`src/rtl/ram_test_initiator.sv`:
```
// ram_test_initiator
// ------------------
// Built-in memory test engine that sits beside a single-port RAM and drives
// it over a valid/ready request interface. On an accepted start pulse it
// writes exp(a) = seed ^ a to every address 0..DEPTH-1. It then reads every
// address back, compares the result with exp(a), and reports the outcome.
//
// Handshake (initiator side): valid is a one-cycle request strobe, and
// addr/wr_rd/wdata are held stable from that cycle until the acknowledge.
// The RAM answers with ready=1 one cycle after it samples valid. On a read,
// rdata is meaningful only while ready=1. ready is only consumed in the
// WAIT states, so an acknowledge that lines up with a request cycle has no
// effect. If ready does not arrive within TIMEOUT wait cycles, the sweep is
// abandoned.
//
// Ports:
//   clk, rst        clock, synchronous active-high reset
//   start, seed     begin a test (sampled only when idle), pattern seed
//   valid, wr_rd    request strobe, 1 = write / 0 = read
//   addr, wdata     request address and write data
//   ready, rdata    RAM acknowledge and read data
//   busy, done      test in progress, one-cycle end-of-test pulse
//   pass            last test had no mismatch and no timeout
//   err_count       mismatches seen in the last test (saturates at DEPTH)
//   first_err_addr  address of the first mismatch
//   timeout_err     last test was aborted waiting for ready
module ram_test_initiator #(
  parameter int DEPTH      = 16,
  parameter int WIDTH      = 8,
  parameter int ADDR_WIDTH = 4,
  parameter int TIMEOUT    = 8
) (
  input  logic                  clk,
  input  logic                  rst,
  input  logic                  start,
  input  logic [WIDTH-1:0]      seed,
  output logic                  valid,
  output logic                  wr_rd,
  output logic [ADDR_WIDTH-1:0] addr,
  output logic [WIDTH-1:0]      wdata,
  input  logic                  ready,
  input  logic [WIDTH-1:0]      rdata,
  output logic                  busy,
  output logic                  done,
  output logic                  pass,
  output logic [ADDR_WIDTH:0]   err_count,
  output logic [ADDR_WIDTH-1:0] first_err_addr,
  output logic                  timeout_err
);

  // Width used to zero-extend the address before truncating it to WIDTH.
  localparam int MAXW = (WIDTH > ADDR_WIDTH) ? WIDTH : ADDR_WIDTH;
  // The wait counter runs 0..TIMEOUT-1.
  localparam int CW   = (TIMEOUT < 2) ? 1 : $clog2(TIMEOUT);

  localparam logic [ADDR_WIDTH-1:0] LAST_ADDR = ADDR_WIDTH'(DEPTH - 1);
  localparam logic [ADDR_WIDTH:0]   ERR_MAX   = (ADDR_WIDTH + 1)'(DEPTH);
  localparam logic [CW-1:0]         WAIT_LAST = CW'(TIMEOUT - 1);

  typedef enum logic [2:0] {
    IDLE    = 3'd0,
    WR_REQ  = 3'd1,
    WR_WAIT = 3'd2,
    RD_REQ  = 3'd3,
    RD_WAIT = 3'd4,
    FIN     = 3'd5
  } state_t;

  state_t                state;
  logic [WIDTH-1:0]      seed_q;
  logic [CW-1:0]         wait_cnt;

  logic [ADDR_WIDTH-1:0] addr_next;
  logic                  last_addr;
  logic                  wait_expired;
  logic                  mismatch;
  logic [ADDR_WIDTH:0]   err_next;

  // Expected data for address a: seed XOR a, with a zero-extended or
  // truncated to the data width.
  function automatic logic [WIDTH-1:0] pattern(input logic [WIDTH-1:0]      s,
                                               input logic [ADDR_WIDTH-1:0] a);
    logic [MAXW-1:0] a_ext;
    a_ext = MAXW'(a);
    return s ^ a_ext[WIDTH-1:0];
  endfunction

  always_comb begin
    addr_next    = addr + ADDR_WIDTH'(1);
    last_addr    = (addr == LAST_ADDR);
    wait_expired = (wait_cnt == WAIT_LAST);
    mismatch     = (rdata != pattern(seed_q, addr));
    err_next     = err_count;
    if (mismatch && (err_count != ERR_MAX)) begin
      err_next = err_count + (ADDR_WIDTH + 1)'(1);
    end
  end

  always_ff @(posedge clk) begin
    if (rst) begin
      state          <= IDLE;
      valid          <= 1'b0;
      wr_rd          <= 1'b0;
      addr           <= '0;
      wdata          <= '0;
      busy           <= 1'b0;
      done           <= 1'b0;
      pass           <= 1'b0;
      err_count      <= '0;
      first_err_addr <= '0;
      timeout_err    <= 1'b0;
      seed_q         <= '0;
      wait_cnt       <= '0;
    end else begin
      // valid and done default low. They are raised only on entry to a
      // request state or to FIN. This keeps both strobes one cycle wide.
      valid <= 1'b0;
      done  <= 1'b0;

      case (state)
        IDLE: begin
          if (start) begin
            seed_q         <= seed;
            err_count      <= '0;
            first_err_addr <= '0;
            pass           <= 1'b0;
            timeout_err    <= 1'b0;
            addr           <= '0;
            busy           <= 1'b1;
            valid          <= 1'b1;
            wr_rd          <= 1'b1;
            wdata          <= pattern(seed, '0);
            state          <= WR_REQ;
          end
        end

        WR_REQ: begin
          wait_cnt <= '0;
          state    <= WR_WAIT;
        end

        WR_WAIT: begin
          if (ready) begin
            wait_cnt <= '0;
            valid    <= 1'b1;
            if (last_addr) begin
              addr  <= '0;
              wr_rd <= 1'b0;
              state <= RD_REQ;
            end else begin
              addr  <= addr_next;
              wdata <= pattern(seed_q, addr_next);
              state <= WR_REQ;
            end
          end else if (wait_expired) begin
            timeout_err <= 1'b1;
            pass        <= 1'b0;
            done        <= 1'b1;
            state       <= FIN;
          end else begin
            wait_cnt <= wait_cnt + CW'(1);
          end
        end

        RD_REQ: begin
          wait_cnt <= '0;
          state    <= RD_WAIT;
        end

        RD_WAIT: begin
          if (ready) begin
            wait_cnt  <= '0;
            err_count <= err_next;
            if (mismatch && (err_count == '0)) begin
              first_err_addr <= addr;
            end
            if (last_addr) begin
              addr  <= '0;
              // err_next already includes this final comparison.
              pass  <= (err_next == '0);
              done  <= 1'b1;
              state <= FIN;
            end else begin
              addr  <= addr_next;
              valid <= 1'b1;
              state <= RD_REQ;
            end
          end else if (wait_expired) begin
            timeout_err <= 1'b1;
            pass        <= 1'b0;
            done        <= 1'b1;
            state       <= FIN;
          end else begin
            wait_cnt <= wait_cnt + CW'(1);
          end
        end

        FIN: begin
          // A start pulse that arrives in this cycle is dropped. A new test
          // has to be requested from IDLE.
          busy  <= 1'b0;
          state <= IDLE;
        end

        default: begin
          state <= IDLE;
        end
      endcase
    end
  end

endmodule

```
`config.mk`:
```
export PLATFORM = sky130hd
export DESIGN_NAME = ram_test_initiator
export DESIGN_NICKNAME = d
export VERILOG_FILES = /design/src/rtl/ram_test_initiator.sv
export SDC_FILE = /design/constraint.sdc
export NUM_CORES = 1
export LEC_CHECK = 0
export BUFFER_PORTS_ARGS = -buffer_cell sky130_fd_sc_hd__buf_2
export CORE_MARGIN = 2
export CORE_UTILIZATION = 58
export CTS_CLUSTER_DIAMETER = 40
export DETAILED_ROUTE_END_ITERATION = 6
export PLACE_DENSITY = 0.89
export SYNTH_ARGS = -nofsm -noshare
export SYNTH_HDL_FRONTEND = slang
export SYNTH_SLANG_ARGS = --single-unit
```
`constraint.sdc`:
```
create_clock -name clk -period 5.6 [get_ports clk]
set_input_delay 1.12 -clock clk [delete_from_list [all_inputs] [get_ports clk]]
set_output_delay 1.12 -clock clk [all_outputs]
set_load 0.02 [all_outputs]
```
==> results.py <==
metrics = {
    "critical_path": {
        "crit_top_cell": "nor2_1",
        "cp.arrival_ns": 2.92,
        "startpoint_type": "input port",
        "max_stage_delay_ns": 0.75,
        "worstPathRequired_ns": 5.76,
        "critPathKind": "in2reg",
        "path_cells": "buf_2 -> nand2b_1 -> a21boi_0 -> or3_1 -> nor2_1 -> mux2i_1 -> nor2_1",
        "crit_path_end_kind": "flip-flop",
        "crit_path_top_delay_cell": "nor2_1",
        "worstRegToRegCells": 5,
        "cp_max_fo": 15,
    },
    "place": {
        "dp.cells": 350,
        "placed_area_um2": 2460,
        "place_congestion": 0.820,
        "place.detailed.hpwl_mm": 3.49,
        "portBuffers": 46,
    },
    "synthesis": {
        "synth-main-ff-cell": "dfxtp_1",
        "synth_seq_area_share_pct": 36.7,
        "yosysMostFrequentCell": "dfxtp_1",
        "ys_top_cells_by_area": "dfxtp_1 37%, a21oi_1 5.4%, nand2_1 5.0%, nor2_1 4.9%, mux2i_1 4.5%",
        "syn_avg_cell_area_um2": 8.25,
        "synth_area_leader_cell": "dfxtp_1",
        "synth_fp_nets": 296,
        "ys_types": 51,
        "netlist_area_um2": 2240,
        "synthCells": 271,
        "synth_commonest_cells": "41 x dfxtp_1, 30 x nand2_1, 29 x nor2_1",
        "yosys_register_bits": 41,
        "synth-async-reset-ratio_pct": 0,
        "synth_edf_count": 0,
        "ys_warn_count": 0,
        "synthDominantCellAreaShare_pct": 36.7,
    },
    "clock_tree": {
        "clk_pin_slew_ns": 0.08,
        "clk_root_buffer_cell": "clkbuf_8",
        "clock_path_buffers": 2,
        "postCtsHoldBufs": 0,
        "clkSinkCount": 41,
        "cts_tree": "yes",
        "clock_latency_ns": 0.29,
        "cts_setup_buffers": 0,
        "h-tree-depth": 2,
        "cts_resized": 0,
        "numCtsBuffers": 5,
    },
    "cells_and_area": {
        "fillers": 301,
        "ff_latch_area_um2": 821,
        "drive_above_1_share_pct": 18.4,
        "nets": 334,
        "multi_input_area_um2": 1320,
        "stdcell_area_um2": 2580,
        "syn_to_final_growth_pct": 15.2,
        "fin_cells": 358,
        "antenna_cells": 0,
    },
    "routing": {
        "route.detailed.drc": 0,
        "num_vias": 2055,
        "drtPass1Iterations": 4,
        "route.antenna.remaining_nets": 0,
        "routed_wl_mm": 4.91,
        "wl_per_cell_um": 13.7,
        "drt_iter0_drc": 200,
        "vias_per_cell": 5.74,
    },
    "power": {
        "p_per_area_nw_per_um2": 264,
        "leakagePower_uw": 0.00111,
        "ir_drop_uv": 152,
    },
    "global_routing": {
        "grtUsageTotal_pct": 23.6,
        "grt_pass1_wl_mm": 7.87,
        "antenna_found_initial": 0,
        "grt_start_max_net_pins": 44,
        "grt.overflow.total": 0,
        "grt_pass1_vias": 1745,
    },
    "flow_run": {
        "maxCapViolCount": 0,
    },
    "timing": {
        "finalHoldViolCount": 0,
        "setup_viol_count_final": 0,
        "worst_slew_margin_rel_pct": 26.0,
        "finalMaxSlewViolations": 0,
        "finalCritPeriodShare_pct": 49.4,
        "setup_tns_ns": 0,
        "finalClockSkew_ns": 0.00489,
        "worst_pin_slew_ns": 1.10,
        "rsz0062_at_grt": "no",
        "period_minus_slack_ns": 2.76,
        "clock.fmax_mhz": 362,
    },
    "die": {
        "core_area_um2": 3690,
        "io_pins": 47,
        "dieArea_um2": 4370,
        "start_util_pct": 60.6,
        "rows": 22,
        "die_x_um": 66.1,
        "die_y_um": 66.1,
    },
    "worst_hold_path": {
        "hp-class": "reg2reg",
        "hold_depth": 2,
    },
    "status": {
        "status": "completed",
    },
}
[per-layer routing]
| metal | track usage, % | part of all wire, % | wire, µm | up-vias |
|---|---|---|---|---|
| li1 | - | - | - | 1030 |
| met1 | 30.5 | 45 | 2220 | 976 |
| met2 | 39.0 | 50 | 2460 | 45 |
| met3 | 5.62 | 3.8 | 188 | 4 |
| met4 | 6.89 | 0.94 | 46 | 0 |
| met5 | 0 | 0 | 0 | - |
[placed cells by master, fill, tap and decap left out, types with 2 or more instances in the layout]
cell,instances
xor2_1,8
xnor3_1,3
and3_4,2
a211oi_1,8
a21oi_1,24
mux2i_1,10
nand2b_1,10
nand2_1,30
a21boi_0,2
nor2b_1,2
or4_1,3
or3_1,3
inv_1,9
dfxtp_1,41
buf_2,46
o211ai_1,2
o21ai_0,11
nand3_1,9
nand3b_1,2
ha_1,5
xnor2_1,5
nor2_1,29
nor3_1,8
o32ai_1,4
and3_1,3
clkbuf_8,6
[report_power, final]
group / switching [µW] / internal [µW] / total, µW
combinational: 66.7 / 45.6 / 112
clock: 99.9 / 145 / 245
sequential: 15.2 / 307 / 322
total: 182 / 498 / 680
[cells by family after synthesis]
family	Yosys count	share of synthesized area, %
AND/OR/NAND/NOR	110	24.7
AO/OA/AOI/OAI	63	17.7
multiplexers	11	4.98
XOR/XNOR	16	8.11
flip-flops	41	36.7
buffers and inverters	24	4.48
adder cells (fa/ha/maj)	6	3.25
[path summary, 6_finish.rpt]
kind                       endpoint              start  slack, ns
setup / recovery           wdata[1]              start       2.84
hold / removal    first_err_addr[1]  first_err_addr[1]       0.48
setup reg to reg           wdata[1]           state[2]       3.08
hold reg to reg   first_err_addr[1]  first_err_addr[1]       0.48
[per-stage QoR]
| step | total power [µW] | hold WS [ns] | setup slack [ns] | utilization [%] |
|---|---|---|---|---|
| CTS | 684 | 0.477 | 2.85 | 69.8 |
| global placement | 437 | 0.456 | 2.60 | 66.7 |
| finish | 680 | 0.478 | 2.84 | 69.8 |
| floorplan | 409 | 0.448 | 2.93 | - |
| detailed placement | 441 | 0.466 | 2.54 | 66.7 |
| global route | 711 | 0.499 | 2.53 | 69.8 |
[flip-flops by register name, indices dropped and copies added (netlist names), 3 cells and up]
name	count
state	3
err_count	5
seed_q	8
first_err_addr	4
wdata	8
wait_cnt	3
addr	4
[worst max-delay path, delay by kind of cell]
kind / cells / cell delay (ns)
multiplexers: 1 / 0.27
buffers and inverters: 1 / 0.09
AO/OA/AOI/OAI: 1 / 0.16
AND/OR/NAND/NOR: 4 / 1.28
[final cells by class]
cell class	instances	area share, %
multi-input cells	206	51.0
repair buffers	46	8.94
flip-flops and latches	41	31.9
clock inverters	1	1.17
clock buffers	7	3.35
well taps	48	2.33
inverters	9	1.31
Note: power is estimated with default switching activity, not from simulation.
